### src/rtl/bcedn_sched_pkg.sv
// Shared definitions for the adapter frame scheduler: default geometry,
// FSM state encodings and width helpers.
package bcedn_sched_pkg;

    localparam int DEF_H     = 32;
    localparam int DEF_W     = 128;
    localparam int DEF_PAD   = 1;
    localparam int DEF_FH    = 3;
    localparam int DEF_FW    = 3;
    localparam int DEF_N_PE  = 1;
    localparam int DEF_DW    = 17;

    // Padded frame size and ROM depth of the default configuration
    localparam int HP        = DEF_H + 2 * DEF_PAD;
    localparam int WP        = DEF_W + 2 * DEF_PAD;
    localparam int DEPTH     = 128;
    localparam int DEF_FD    = DEPTH * DEF_N_PE;

    typedef logic [1:0] state_t;

    localparam state_t ST_IDLE    = 2'd0;
    localparam state_t ST_STREAM  = 2'd1;
    localparam state_t ST_COMPUTE = 2'd2;
    localparam state_t ST_EMIT    = 2'd3;

    // Bits needed to index n items, never less than one
    function automatic int width_of(input int n);
        return (n > 1) ? $clog2(n) : 1;
    endfunction

endpackage

### src/rtl/bcedn_raster_cnt.sv
// Padded raster walker: tracks (row, col) over the zero-padded frame and the
// running frame-buffer address of the next data beat.
module bcedn_raster_cnt
    import bcedn_sched_pkg::*;
#(
    parameter int H    = DEF_H,
    parameter int W    = DEF_W,
    parameter int PAD  = DEF_PAD,
    parameter int FH   = DEF_FH,
    parameter int FW   = DEF_FW,
    parameter int HP_P = HP,
    parameter int WP_P = WP
) (
    input  logic                         clk,
    input  logic                         rst,
    input  logic                         i_advance,
    input  logic                         i_clear,
    output logic                         o_is_pad,
    output logic                         o_win_done,
    output logic                         o_last_beat,
    output logic [width_of(H*W)-1:0]     o_mem_addr
);

    localparam int RW = width_of(HP_P);
    localparam int CW = width_of(WP_P);
    localparam int AW = width_of(H * W);

    logic [RW-1:0] r_row;
    logic [CW-1:0] r_col;
    logic [AW-1:0] r_addr;
    logic          w_row_end;
    logic          w_col_end;

    assign w_row_end   = (int'(r_row) == HP_P - 1);
    assign w_col_end   = (int'(r_col) == WP_P - 1);
    assign o_last_beat = w_row_end && w_col_end;
    assign o_is_pad    = (int'(r_row) < PAD) || (int'(r_row) >= H + PAD) ||
                         (int'(r_col) < PAD) || (int'(r_col) >= W + PAD);
    assign o_win_done  = (int'(r_row) >= FH - 1) && (int'(r_col) >= FW - 1);
    // Data beats arrive in raster order, so their address is just a running count
    assign o_mem_addr  = r_addr;

    // NOTE: state updates use non-blocking assignments so every register
    // samples pre-edge values; the later assignment in the block wins.
    always_ff @(posedge clk or posedge rst) begin
        if (rst) begin
            r_row  <= '0;
            r_col  <= '0;
            r_addr <= '0;
        end else if (i_clear) begin
            r_row  <= '0;
            r_col  <= '0;
            r_addr <= '0;
        end else if (i_advance) begin
            if (!o_is_pad) begin
                r_addr <= r_addr + 1'b1;
            end
            if (w_col_end) begin
                r_col <= '0;
                r_row <= w_row_end ? '0 : r_row + 1'b1;
            end else begin
                r_col <= r_col + 1'b1;
            end
            if (o_last_beat) begin
                r_addr <= '0;
            end
        end
    end

endmodule

### src/rtl/bcedn_adapter_sched.sv
// Frame scheduler: streams the padded raster into the window shift register,
// steps the weight ROMs per window and hands each feature vector downstream.
module bcedn_adapter_sched
    import bcedn_sched_pkg::*;
#(
    parameter int H                = DEF_H,
    parameter int W                = DEF_W,
    parameter int PAD              = DEF_PAD,
    parameter int FH               = DEF_FH,
    parameter int FW               = DEF_FW,
    parameter int FD               = DEF_FD,
    parameter int N_PE             = DEF_N_PE,
    parameter int DATA_IN_FP_WIDTH = DEF_DW
) (
    input  logic                                  clk,
    input  logic                                  rst,
    input  logic                                  start,
    output logic                                  mem_rd_en,
    output logic [width_of(H*W)-1:0]              mem_addr,
    input  logic [DATA_IN_FP_WIDTH-1:0]           mem_rd_data,
    output logic [DATA_IN_FP_WIDTH-1:0]           pix_out,
    output logic                                  pix_valid,
    output logic                                  pad_sel,
    output logic                                  rom_en,
    output logic [width_of(FD/N_PE)-1:0]          rom_addr,
    output logic                                  shreg_en,
    output logic                                  vec_valid,
    input  logic                                  out_ready,
    output logic                                  busy,
    output logic                                  frame_done
);

    localparam int ROM_DEPTH = FD / N_PE;
    localparam int KW        = width_of(ROM_DEPTH + 1);
    localparam int ROMW      = width_of(ROM_DEPTH);
    localparam int MAW       = width_of(H * W);

    state_t        r_state;
    logic [KW-1:0] r_k;
    logic          r_push_vld;
    logic          r_push_pad;
    logic          r_push_win;
    logic          r_push_last;
    logic          r_last_win;
    logic          r_frame_done;

    logic           w_issue;
    logic           w_clear;
    logic           w_is_pad;
    logic           w_win_done;
    logic           w_last_beat;
    logic [MAW-1:0] w_mem_addr;

    // Issuing pauses while a window-completing beat sits in the push stage
    assign w_issue = (r_state == ST_STREAM) && !r_push_win;
    assign w_clear = (r_state == ST_IDLE) && start;

    bcedn_raster_cnt #(
        .H    (H),
        .W    (W),
        .PAD  (PAD),
        .FH   (FH),
        .FW   (FW),
        .HP_P (H + 2 * PAD),
        .WP_P (W + 2 * PAD)
    ) u_raster (
        .clk         (clk),
        .rst         (rst),
        .i_advance   (w_issue),
        .i_clear     (w_clear),
        .o_is_pad    (w_is_pad),
        .o_win_done  (w_win_done),
        .o_last_beat (w_last_beat),
        .o_mem_addr  (w_mem_addr)
    );

    always_ff @(posedge clk or posedge rst) begin
        if (rst) begin
            r_state      <= ST_IDLE;
            r_k          <= '0;
            r_push_vld   <= 1'b0;
            r_push_pad   <= 1'b0;
            r_push_win   <= 1'b0;
            r_push_last  <= 1'b0;
            r_last_win   <= 1'b0;
            r_frame_done <= 1'b0;
        end else begin
            r_push_vld   <= w_issue;
            r_push_pad   <= w_issue & w_is_pad;
            r_push_win   <= w_issue & w_win_done;
            r_push_last  <= w_issue & w_last_beat;
            r_frame_done <= 1'b0;
            case (r_state)
                ST_IDLE: begin
                    if (start) begin
                        r_state <= ST_STREAM;
                    end
                end
                ST_STREAM: begin
                    if (r_push_win) begin
                        r_state    <= ST_COMPUTE;
                        r_k        <= '0;
                        r_last_win <= r_push_last;
                    end
                end
                ST_COMPUTE: begin
                    // One extra cycle drains the ROM read latency into the shift register
                    if (r_k == KW'(ROM_DEPTH)) begin
                        r_state <= ST_EMIT;
                        r_k     <= '0;
                    end else begin
                        r_k <= r_k + 1'b1;
                    end
                end
                ST_EMIT: begin
                    if (out_ready) begin
                        if (r_last_win) begin
                            r_state      <= ST_IDLE;
                            r_frame_done <= 1'b1;
                        end else begin
                            r_state <= ST_STREAM;
                        end
                    end
                end
                default: r_state <= ST_IDLE;
            endcase
        end
    end

    assign mem_rd_en  = w_issue & ~w_is_pad;
    assign mem_addr   = mem_rd_en ? w_mem_addr : '0;
    assign pix_valid  = r_push_vld;
    assign pad_sel    = r_push_pad;
    assign pix_out    = (r_push_vld & ~r_push_pad) ? mem_rd_data : '0;
    assign rom_en     = (r_state == ST_COMPUTE) && (r_k < KW'(ROM_DEPTH));
    assign rom_addr   = rom_en ? r_k[ROMW-1:0] : '0;
    assign shreg_en   = (r_state == ST_COMPUTE) && (r_k != '0);
    assign vec_valid  = (r_state == ST_EMIT);
    assign busy       = (r_state != ST_IDLE);
    assign frame_done = r_frame_done;

endmodule
### config.mk
export PLATFORM = sky130hd
export DESIGN_NAME = bcedn_adapter_sched
export DESIGN_NICKNAME = d
export VERILOG_FILES = /design/src/rtl/bcedn_sched_pkg.sv /design/src/rtl/bcedn_raster_cnt.sv /design/src/rtl/bcedn_adapter_sched.sv
export SDC_FILE = /design/constraint.sdc
export NUM_CORES = 1
export LEC_CHECK = 0
export CORE_UTILIZATION = 50
export CTS_BUF_LIST = sky130_fd_sc_hd__clkbuf_16
export DETAILED_ROUTE_END_ITERATION = 7
export GPL_TIMING_DRIVEN = 0
export HOLD_SLACK_MARGIN = 0.08
export PLACE_DENSITY_LB_ADDON = 0.25
export SLEW_MARGIN = 20
export SYNTH_ARGS = -nofsm -noshare
export SYNTH_HDL_FRONTEND = slang
export SYNTH_SLANG_ARGS = --single-unit
### constraint.sdc
create_clock -name clk -period 2.9 [get_ports clk]
set_input_delay 0.58 -clock clk [delete_from_list [all_inputs] [get_ports clk]]
set_output_delay 0.58 -clock clk [all_outputs]
set_load 0.02 [all_outputs]
Yosys cells after proc, flatten, opt, wreduce, memory -nomap -nowiden --
Index checks and enable logic that the tools add are counted.
Operators by class: add/sub/neg operators 4, $lt $le $gt $ge 7, equality and inequality tests 11, multiplexer cells 26, bitwise logic cells 7, reductions and logical operators 21
Operators with widths (number):
- $mux W12 | 5
- $mux W8 | 5
- $mux W6 | 4
- $mux W17 | 1
- $add A8 B1 Y8 const B | 2
- $eq A8 B8 Y1 const B | 2
- $pmux W8 S2 | 1
- $add A12 B1 Y12 const B | 1
- $ge A8 B2 Y1 const B | 1
- $ge A8 B8 Y1 const B | 1
- $lt A8 B1 Y1 const B | 1
- $lt A8 B8 Y1 const B | 1
- $mux W2 | 4
- $pmux W2 S4 | 1
- $reduce_and A2 Y1 | 4
- $reduce_bool A2 Y1 | 4
- $reduce_bool A8 Y1 | 1
- $mux W7 | 1
- $add A6 B1 Y6 const B | 1
- $eq A6 B6 Y1 const B | 1
- $ge A6 B2 Y1 const B | 1
- $ge A6 B6 Y1 const B | 1
- $logic_and A1 B1 Y1 | 6
- $lt A6 B1 Y1 const B | 1
- 12 further kinds | 25
Storage, ports and cells: bits in registers 42, output and inout bits 44, word-level logic and storage cells 87

Logic depth before layout (Yosys ltp) --
Gate-level depths: netlist (run 1).
depth in word-level cells 8, mapped depth 10, mapped depth without buffers 8

Modules after synthesis --
Synthesis (run 1) repeated with hierarchy kept, for this count alone.
Unflattened totals: cell total of the unflattened synthesis 307, area, all modules 2819.0 sq um
By module, submodules not included:
- bcedn_raster_cnt | times used 1, cells an instance 175, area each 1654.1 sq um, sequential area each 650.6 sq um
- bcedn_adapter_sched | times used 1, cells an instance 132, area each 1164.9 sq um, sequential area each 400.4 sq um

Worst setup path after synthesis (run 1) --
Ideal clock, no wire load.
path kind reg-to-output, from register u_raster.r_row[0], to output mem_addr[10], arrival time 2.058 ns, setup slack 0.262 ns, cell stages (with the launch flop) 10, path buffers 2, cells stage by stage dfrtp_1 > inv_1 > ha_1 > nor4b_2 > mux2_2 > a211o_1 > buf_6 > inv_8 > buf_2 > and2_1
On the way: longest elaborated chain between the ends 7, elaborated cells on any way between the ends 8, those cells by class order compare: 2; mux: 1; bitwise: 2; reduce/logical: 3
Ends and longest elaborated chain:
- start: declaration | line bcedn_raster_cnt.sv:28 | logic [RW-1:0] r_row;
- start signal: assignment | line bcedn_raster_cnt.sv:60 | r_row <= w_row_end ? '0 : r_row + 1'b1;
- $lt A6 B1 Y1 / $ge A6 B6 Y1 (equally long branches) | line bcedn_raster_cnt.sv:37 | assign o_is_pad = (int'(r_row) < PAD) || (int'(r_row) >= H + PAD) ||
- $logic_or A1 B1 Y1 * (2 in series) | line bcedn_raster_cnt.sv:37
- $logic_or A1 B1 Y1 * | line bcedn_raster_cnt.sv:38 | (int'(r_col) < PAD) || (int'(r_col) >= W + PAD);
- $not A1 Y1 * | line bcedn_adapter_sched.sv:130 | assign mem_rd_en = w_issue & ~w_is_pad;
- $and A1 B1 Y1 * | line bcedn_adapter_sched.sv:130
- via mem_rd_en | line bcedn_adapter_sched.sv:18 | output logic mem_rd_en,
- $mux W12 * | line bcedn_adapter_sched.sv:131 | assign mem_addr = mem_rd_en ? w_mem_addr : '0;
- end: declaration | line bcedn_adapter_sched.sv:19 | output logic [width_of(H*W)-1:0] mem_addr,
Mark *: on every way through the listed nets, which the timed path passes. The rest lies on a longest branch.

Final worst setup path (run 1) --
from register u_raster.r_row[0], to output mem_addr[6]
On the way: longest elaborated chain between the ends 7, elaborated cells on any way between the ends 8, those cells by class order compare: 2; mux: 1; bitwise: 2; reduce/logical: 3
Ends and longest elaborated chain (line):
- $lt A6 B1 Y1 / $ge A6 B6 Y1 (equally long branches) | bcedn_raster_cnt.sv:37
- $logic_or A1 B1 Y1 * (2 in series) | bcedn_raster_cnt.sv:37
- $logic_or A1 B1 Y1 * | bcedn_raster_cnt.sv:38
- $not A1 Y1 * | bcedn_adapter_sched.sv:130
- $and A1 B1 Y1 * | bcedn_adapter_sched.sv:130
- $mux W12 * | bcedn_adapter_sched.sv:131
Every way passes the cells marked *; elsewhere a longest branch is shown, timed or not.

==> results of run 1 <==
power breakdown:
group	switching [mW]	internal, mW
clock	0.229	0.403
combinational	0.798	0.673
sequential	0.0911	0.682
cells by family (layout without fill, tap and decap cells):
kind of cell	after synthesis	count (layout)	synth area share, %
muxes	3	3	1.19
buffers and inverters	24	107	4.36
AOI/OAI and AO/OA	54	54	14.6
and+or+nand+nor	142	142	29.8
DFF	42	42	38.6
adders and majority gates	16	16	7.35
xor gates and xnor gates	13	13	4.18
metal layers:
metal	vias to the layer above	wire length (um)
met1	1154	2520
met5	-	0
met2	73	3170
li1	1189	-
met4	0	58
met3	7	394
area by class of cell:
class	instances	area [um^2]
tap	70	87.6
clock inverter	3	40.0
sequential	42	1050
multi-input combinational	228	1610
clock buffer	5	125
inverter	15	63.8
buffer	9	61.3
timing repair buffer	75	743
fill	379	1390
sequential cells by signal (all words and copies together), names as in the netlist, 2 cells and up:
name                 flops
r_k                      8
r_state                  2
u_raster.o_mem_addr     12
u_raster.r_col           8
u_raster.r_row           6
final timing paths:
check,cells after the start,to,slack (ps)
setup reg to reg,11,u_raster.o_mem_addr[0],630
max in group asynchronous,3,u_raster.r_col[1],1750
min in group asynchronous,2,u_raster.o_mem_addr[4],660
setup / recovery,10,mem_addr[6],60
hold / removal,1,r_last_win,480
hold reg to reg,1,r_last_win,480
timing repair:
item	4_1_cts	5_1_grt
gates resized for setup	66	24
endpoints found under the setup margin	20	20
gates cloned	1	0
setup buffers	6	3
hold endpoints to repair	0	0
pin swaps	0	0
placed cells by master, fill, tap and decap left out, types with 8 or more instances in the layout:
| master | count |
|---|---|
| and2_1 | 30 |
| nor3_1 | 8 |
| nand2_1 | 21 |
| dfrtp_1 | 41 |
| o21ai_0 | 10 |
| xor2_1 | 10 |
| nor2_1 | 26 |
| inv_1 | 11 |
| buf_4 | 10 |
| ha_1 | 14 |
| clkdlybuf4s50_1 | 51 |
| buf_6 | 13 |
| a21oi_1 | 12 |
through the flow:
stage               power [mW]  setup WS [ps]  cell area, um^2
finish                    2.88           62.5             3790
CTS                       2.85           25.7             3710
global placement          2.08           -333             3450
floorplan                 1.68            262             2730
detailed placement        2.12           -359             3480
global route              3.10          -35.3             3790
critical path, stage by stage (launching register included):
cell and delay (ps):
dfrtp_1 400, inv_2 90, ha_4 120, nor4b_4 190, mux2_4 330, a211o_1 260
buf_6 140, inv_8 70, buf_6 100, and2_1 140, buf_6 120
==> key figures, run 1 <==
Run status
  • Status: finished clean

Floorplan
  • Die W: 75.8 um
  • Die Area: 5750 um^2
  • Initial Util: 52.7%
  • Rows: 26
  • # IOs: 65
  • Die Y: 75.8 um
  • Core box area: 5170 um^2

Clock tree
  • Root Driver: clkbuf_16
  • Clock Latency Late Sink: 280 ps
  • Total CTS buffers: 5
  • CTS Hold Bufs: 0
  • Clock transition at path regs: 60 ps
  • Sink Count: 42
  • CTS max path bufs: 2
  • CTS tree: built
  • H-tree Lvls: 2

Synth
  • Number of synthesized register bits: 42
  • Count leader, synth: dfrtp_1
  • Cell accounting for the most synthesized area: dfrtp_1
  • Yosys warning count: 0
  • Asr flop ratio synth: 100%
  • Sequential share of the synthesized area: 38.6%
  • Syn avg cell area: 9.27 um^2
  • Share of the synthesized area in the top cell type: 38.6%
  • Post-Syn Instances: 294
  • Unique masters post-synth: 53
  • Top cells by area, synth: dfrtp_1, and2_1, ha_1
  • Ys flop type: dfrtp_1
  • Syn_nets: 331
  • Syn Std Cell Area: 2730 um^2
  • Commonest cells post-synth: dfrtp_1, and2_1, nor2_1
  • Number of flops mapped to enable cells by yosys: 0

Flow run
  • Max Cap Viol: 0

STA
  • Hold Vio Cnt, Final: 0
  • Setup TNS: 0 ps
  • Finish-stage setup viols: 0
  • Final Skew: 6.68 ps
  • Worst-Margin Slew: 507 ps
  • RSZ-0062 raised after global routing: yes
  • Slew Limit Fails: 0
  • Final Cycle Share: 97.8%
  • Smallest hold slack: 480 ps
  • Max Freq: 0.352 GHz
  • Relative slew slack: 66.1%
  • Fin crit period: 2840 ps

Layout
  • Share of cells above drive strength 1: 17.8%
  • Area Overhead vs Synth: 38.9%
  • Final core occ: 73.2%
  • ANT cells: 0
  • Non-filler instance count after layout: 447
  • Final #Nets: 413

Worst setup path
  • Crit Path Class: reg2out
  • WP data required: 2320 ps
  • Worst Path Max Fanout: 8
  • Reg2reg start: u_raster.r_row[0]
  • Startpoint Class: flip-flop
  • Setup crit start: u_raster.r_row[0]
  • CP arrival: 2260 ps
  • Endpoint class of the critical path: primary output

Global routing
  • First-pass GRT wire length: 9.69 mm
  • Antenna violations before repair: 0
  • M1 GR Usage: 24.7%
  • Total grt overflow: 0
  • Busiest grt layer: met2
  • M2 GR Usage: 41.7%
  • GR Util met3: 4.76%
  • Total track usage: 22.4%
  • Largest net degree at the start of global routing: 23
  • Vias in the first global route: 2203

Pwr
  • Pwr dens: 759 nW/um^2
  • Max VDD drop: 0.000427 V
  • Pleak: 1.75 nW

Drt
  • Post-Route WL: 6.15 mm
  • Post-route ant nets: 0
  • DR DRC count: 0
  • Via-per-instance ratio: 5.42
  • Initial DRC count: 137
  • DR WL/cell: 13.7 um
  • Via count: 2423
  • Detailed Routing Iterations Pass 1: 4

Placement
  • Hpwl dp: 4.43 mm
  • Placer congestion estimate: 0.897
  • IO Port Bufs: 64
  • Placed Cells: 429

Hold path
  • Hold Crit Class: reg2reg
  • Beginning of the worst hold path: r_push_last
Note: power is estimated with default switching activity, not from simulation.
==> inputs of run 2 (changes only) <==
--- a/config.mk
+++ b/config.mk
@@ -5,13 +5,13 @@
 export SDC_FILE = /design/constraint.sdc
 export NUM_CORES = 1
 export LEC_CHECK = 0
+export CORE_ASPECT_RATIO = 0.8
 export CORE_UTILIZATION = 50
 export CTS_BUF_LIST = sky130_fd_sc_hd__clkbuf_16
 export DETAILED_ROUTE_END_ITERATION = 7
 export GPL_TIMING_DRIVEN = 0
 export HOLD_SLACK_MARGIN = 0.08
 export PLACE_DENSITY_LB_ADDON = 0.25
-export SLEW_MARGIN = 20
 export SYNTH_ARGS = -nofsm -noshare
 export SYNTH_HDL_FRONTEND = slang
 export SYNTH_SLANG_ARGS = --single-unit
==> key figures, run 2 (synthesized netlist as in run 1, its figures left out) <==
Layout
  • Share of cells above drive strength 1: 15.2% (was 17.8%)
  • Area Overhead vs Synth: 36.0% (was 38.9%)
  • Max reg flops: 12 (unchanged)
  • Non-filler instance count after layout: 436 (was 447)
  • Most frequent cells in the layout: clkdlybuf4s50_1, dfrtp_1, and2_1, nor2_1, nand2_1 (unchanged)
  • Final #Nets: 410 (was 413)
  • ANT cells: 0 (unchanged)
  • Commonest non-fill, non-tap cell in the layout: clkdlybuf4s50_1 (unchanged)

Placement
  • IO Port Bufs: 64 (unchanged)
  • Placer congestion estimate: 0.889 (was 0.897)
  • Hpwl dp: 4.51 mm (was 4.43 mm)
  • Placed Cells: 420 (was 429)

Hold path
  • Hold Crit Class: reg2reg (unchanged)

Drt
  • Initial DRC count: 186 (was 137)
  • Detailed Routing Iterations Pass 1: 7 (was 4)
  • Post-Route WL: 6.42 mm (was 6.15 mm)
  • Post-route ant nets: 0 (unchanged)
  • DR DRC count: 12 (was 0)
  • Via-per-instance ratio: 5.69 (was 5.42)
  • DR WL/cell: 14.7 um (was 13.7 um)
  • Via count: 2482 (was 2423)

Floorplan
  • Initial Util: 53.2% (was 52.7%)
  • Die Area: 5750 um^2 (about the same)
  • Die Y: 68.0 um (was 75.8 um)
  • # IOs: 65 (unchanged)
  • Die W: 84.5 um (was 75.8 um)
  • Core box area: 5120 um^2 (was 5170 um^2)
  • Rows: 23 (was 26)

Global routing
  • Total track usage: 22.7% (was 22.4%)
  • First-pass GRT wire length: 10.3 mm (was 9.69 mm)
  • Antenna violations before repair: 0 (unchanged)
  • Total grt overflow: 0 (unchanged)
  • Largest net degree at the start of global routing: 43 (was 23)
  • Vias in the first global route: 2267 (was 2203)

Clock tree
  • H-tree Lvls: 2 (unchanged)
  • Clock Latency Late Sink: 280 ps (about the same)
  • CTS max path bufs: 2 (unchanged)
  • Root Driver: clkbuf_16 (unchanged)
  • CTS tree: built (unchanged)
  • Clock transition at path regs: 60 ps (about the same)
  • Total CTS buffers: 5 (unchanged)
  • Sink Count: 42 (unchanged)

Worst setup path
  • Worst setup path endpoint: mem_addr[10] (was mem_addr[6])
  • Critical path depth: 10 (unchanged)
  • Reg-to-reg slack, setup: 600 ps (was 630 ps)
  • Top delay family on crit path: buffers and inverters (unchanged)
  • Reg2reg start: r_state[1] (was u_raster.r_row[0])
  • Max incr delay on CP: 400 ps (about the same)
  • Startpoint Class: flip-flop (unchanged)
  • Crit Path Class: reg2out (unchanged)
  • CP arrival: 2250 ps (was 2260 ps)
  • Worst Path Max Fanout: 11 (was 8)
  • Crit path cell chain: inv_2, ha_1, nor4b_4, mux2_4, a211o_1, buf_6, clkinv_8, buf_6, and2_1, buf_6 (was inv_2, ha_4, nor4b_4, mux2_4, a211o_1, buf_6, inv_8, buf_6, and2_1, buf_6)
  • R2R depth: 9 (was 11)
  • Endpoint class of the critical path: primary output (unchanged)
  • WP data required: 2320 ps (about the same)
  • CP most frequent cell: buf_6 (unchanged)
  • Critical-path top delay cell: dfrtp_1 (unchanged)
  • Worst path bufs/invs: 5 (unchanged)
  • Setup crit start: u_raster.r_row[0] (unchanged)
  • Reg2reg end: u_raster.r_col[5] (was u_raster.o_mem_addr[0])

Flow run
  • Max Cap Viol: 0 (unchanged)

STA
  • Final Skew: 5.99 ps (was 6.68 ps)
  • Finish-stage setup viols: 0 (unchanged)
  • Fin crit period: 2830 ps (was 2840 ps)
  • Max Freq: 0.353 GHz (was 0.352 GHz)
  • Slew Limit Fails: 0 (unchanged)
  • Final Cycle Share: 97.6% (was 97.8%)
  • Relative slew slack: 43.9% (was 66.1%)
  • Worst-Margin Slew: 841 ps (was 507 ps)
  • Smallest hold slack: 482 ps (was 480 ps)
  • Hold Vio Cnt, Final: 0 (unchanged)

Pwr
  • Pwr dens: 769 nW/um^2 (was 759 nW/um^2)
  • Sw frac: 39.0% (was 38.9%)
  • P_int: 1.74 mW (was 1.76 mW)
  • Max VDD drop: 0.000638 V (was 0.000427 V)
  • Sequential power share: 27.3% (was 26.9%)
  • Comb power frac: 51.4% (was 51.2%)
  • Pleak: 1.72 nW (was 1.75 nW)
  • Clk pwr share: 21.3% (was 22.0%)
  • NetSw: 1.11 mW (was 1.12 mW)

Run status
  • Violated checks: DRC
  • Status: finished, violations left (was finished clean)
## run 2: cell types whose count changed in the layout (fill, tap and decap cells not counted), sizes merged
cell           delta
clkinv            -1
buf               -3
clkdlybuf4s15     -1
dlygate4sd2       +1
inv               +1
## run 2: worst min-delay path by stage
stage	endpoint	from	cells after the start
after floorplan	r_last_win	r_push_last	1
after global placement	r_last_win	r_push_last	1
after detailed placement	r_last_win	r_push_last	1
after CTS	r_last_win	r_push_last	1
after global routing	r_last_win	r_push_last	1
final	r_last_win	r_push_last	1
## run 2: cell type report
cell class | count | area, um^2
fillers | 374 | 1420
plain buffers | 9 | 61.3
clock buffers | 5 | 125
repair buffers | 72 | 684
inverters | 15 | 68.8
clock inverters | 3 | 37.5
flip-flops and latches | 42 | 1050
well taps | 62 | 77.6
multi-input cells | 228 | 1600
## run 2: timing repair
action                                  4_1_cts  5_1_grt
resized for setup                            65       16
endpoints found under the setup margin       20       18
gates cloned                                  0        1
hold buffers                                  0        0
buffers inserted                              2        5
## run 2: through the flow
step / cell area [um^2] / util (%) / TNS [ps] / worst slack, ps / power [mW]
4_1_cts: 3630 / 70.9 / 0 / 7.70 / 2.79
6_report: 3710 / 72.4 / 0 / 69.7 / 2.85
3_3_place_gp: 3440 / 67.2 / -3130 / -309 / 2.08
5_1_grt: 3710 / 72.4 / -131 / -26.3 / 3.04
3_5_place_dp: 3440 / 67.2 / -3380 / -330 / 2.12
2_1_floorplan: 2730 / - / 0 / 262 / 1.68
## run 2: layer usage
layer / global-route usage [%] / share of wire [%] / vias to the layer above
met2: 38.3 / 46 / 116
met1: 29.3 / 44 / 1170
met4: 7.84 / 1.0 / 0
met3: 5.19 / 9.0 / 10
li1: - / - / 1186
met5: 0 / 0 / -
## run 2: power by group through the flow
stage | logic [mW] | registers, mW | clock network (mW)
global route | 1.61 | 0.791 | 0.645
finish | 1.47 | 0.778 | 0.606
detailed placement | 1.32 | 0.799 | 0
floorplan | 0.900 | 0.784 | 0
global placement | 1.29 | 0.794 | 0
CTS | 1.39 | 0.783 | 0.617
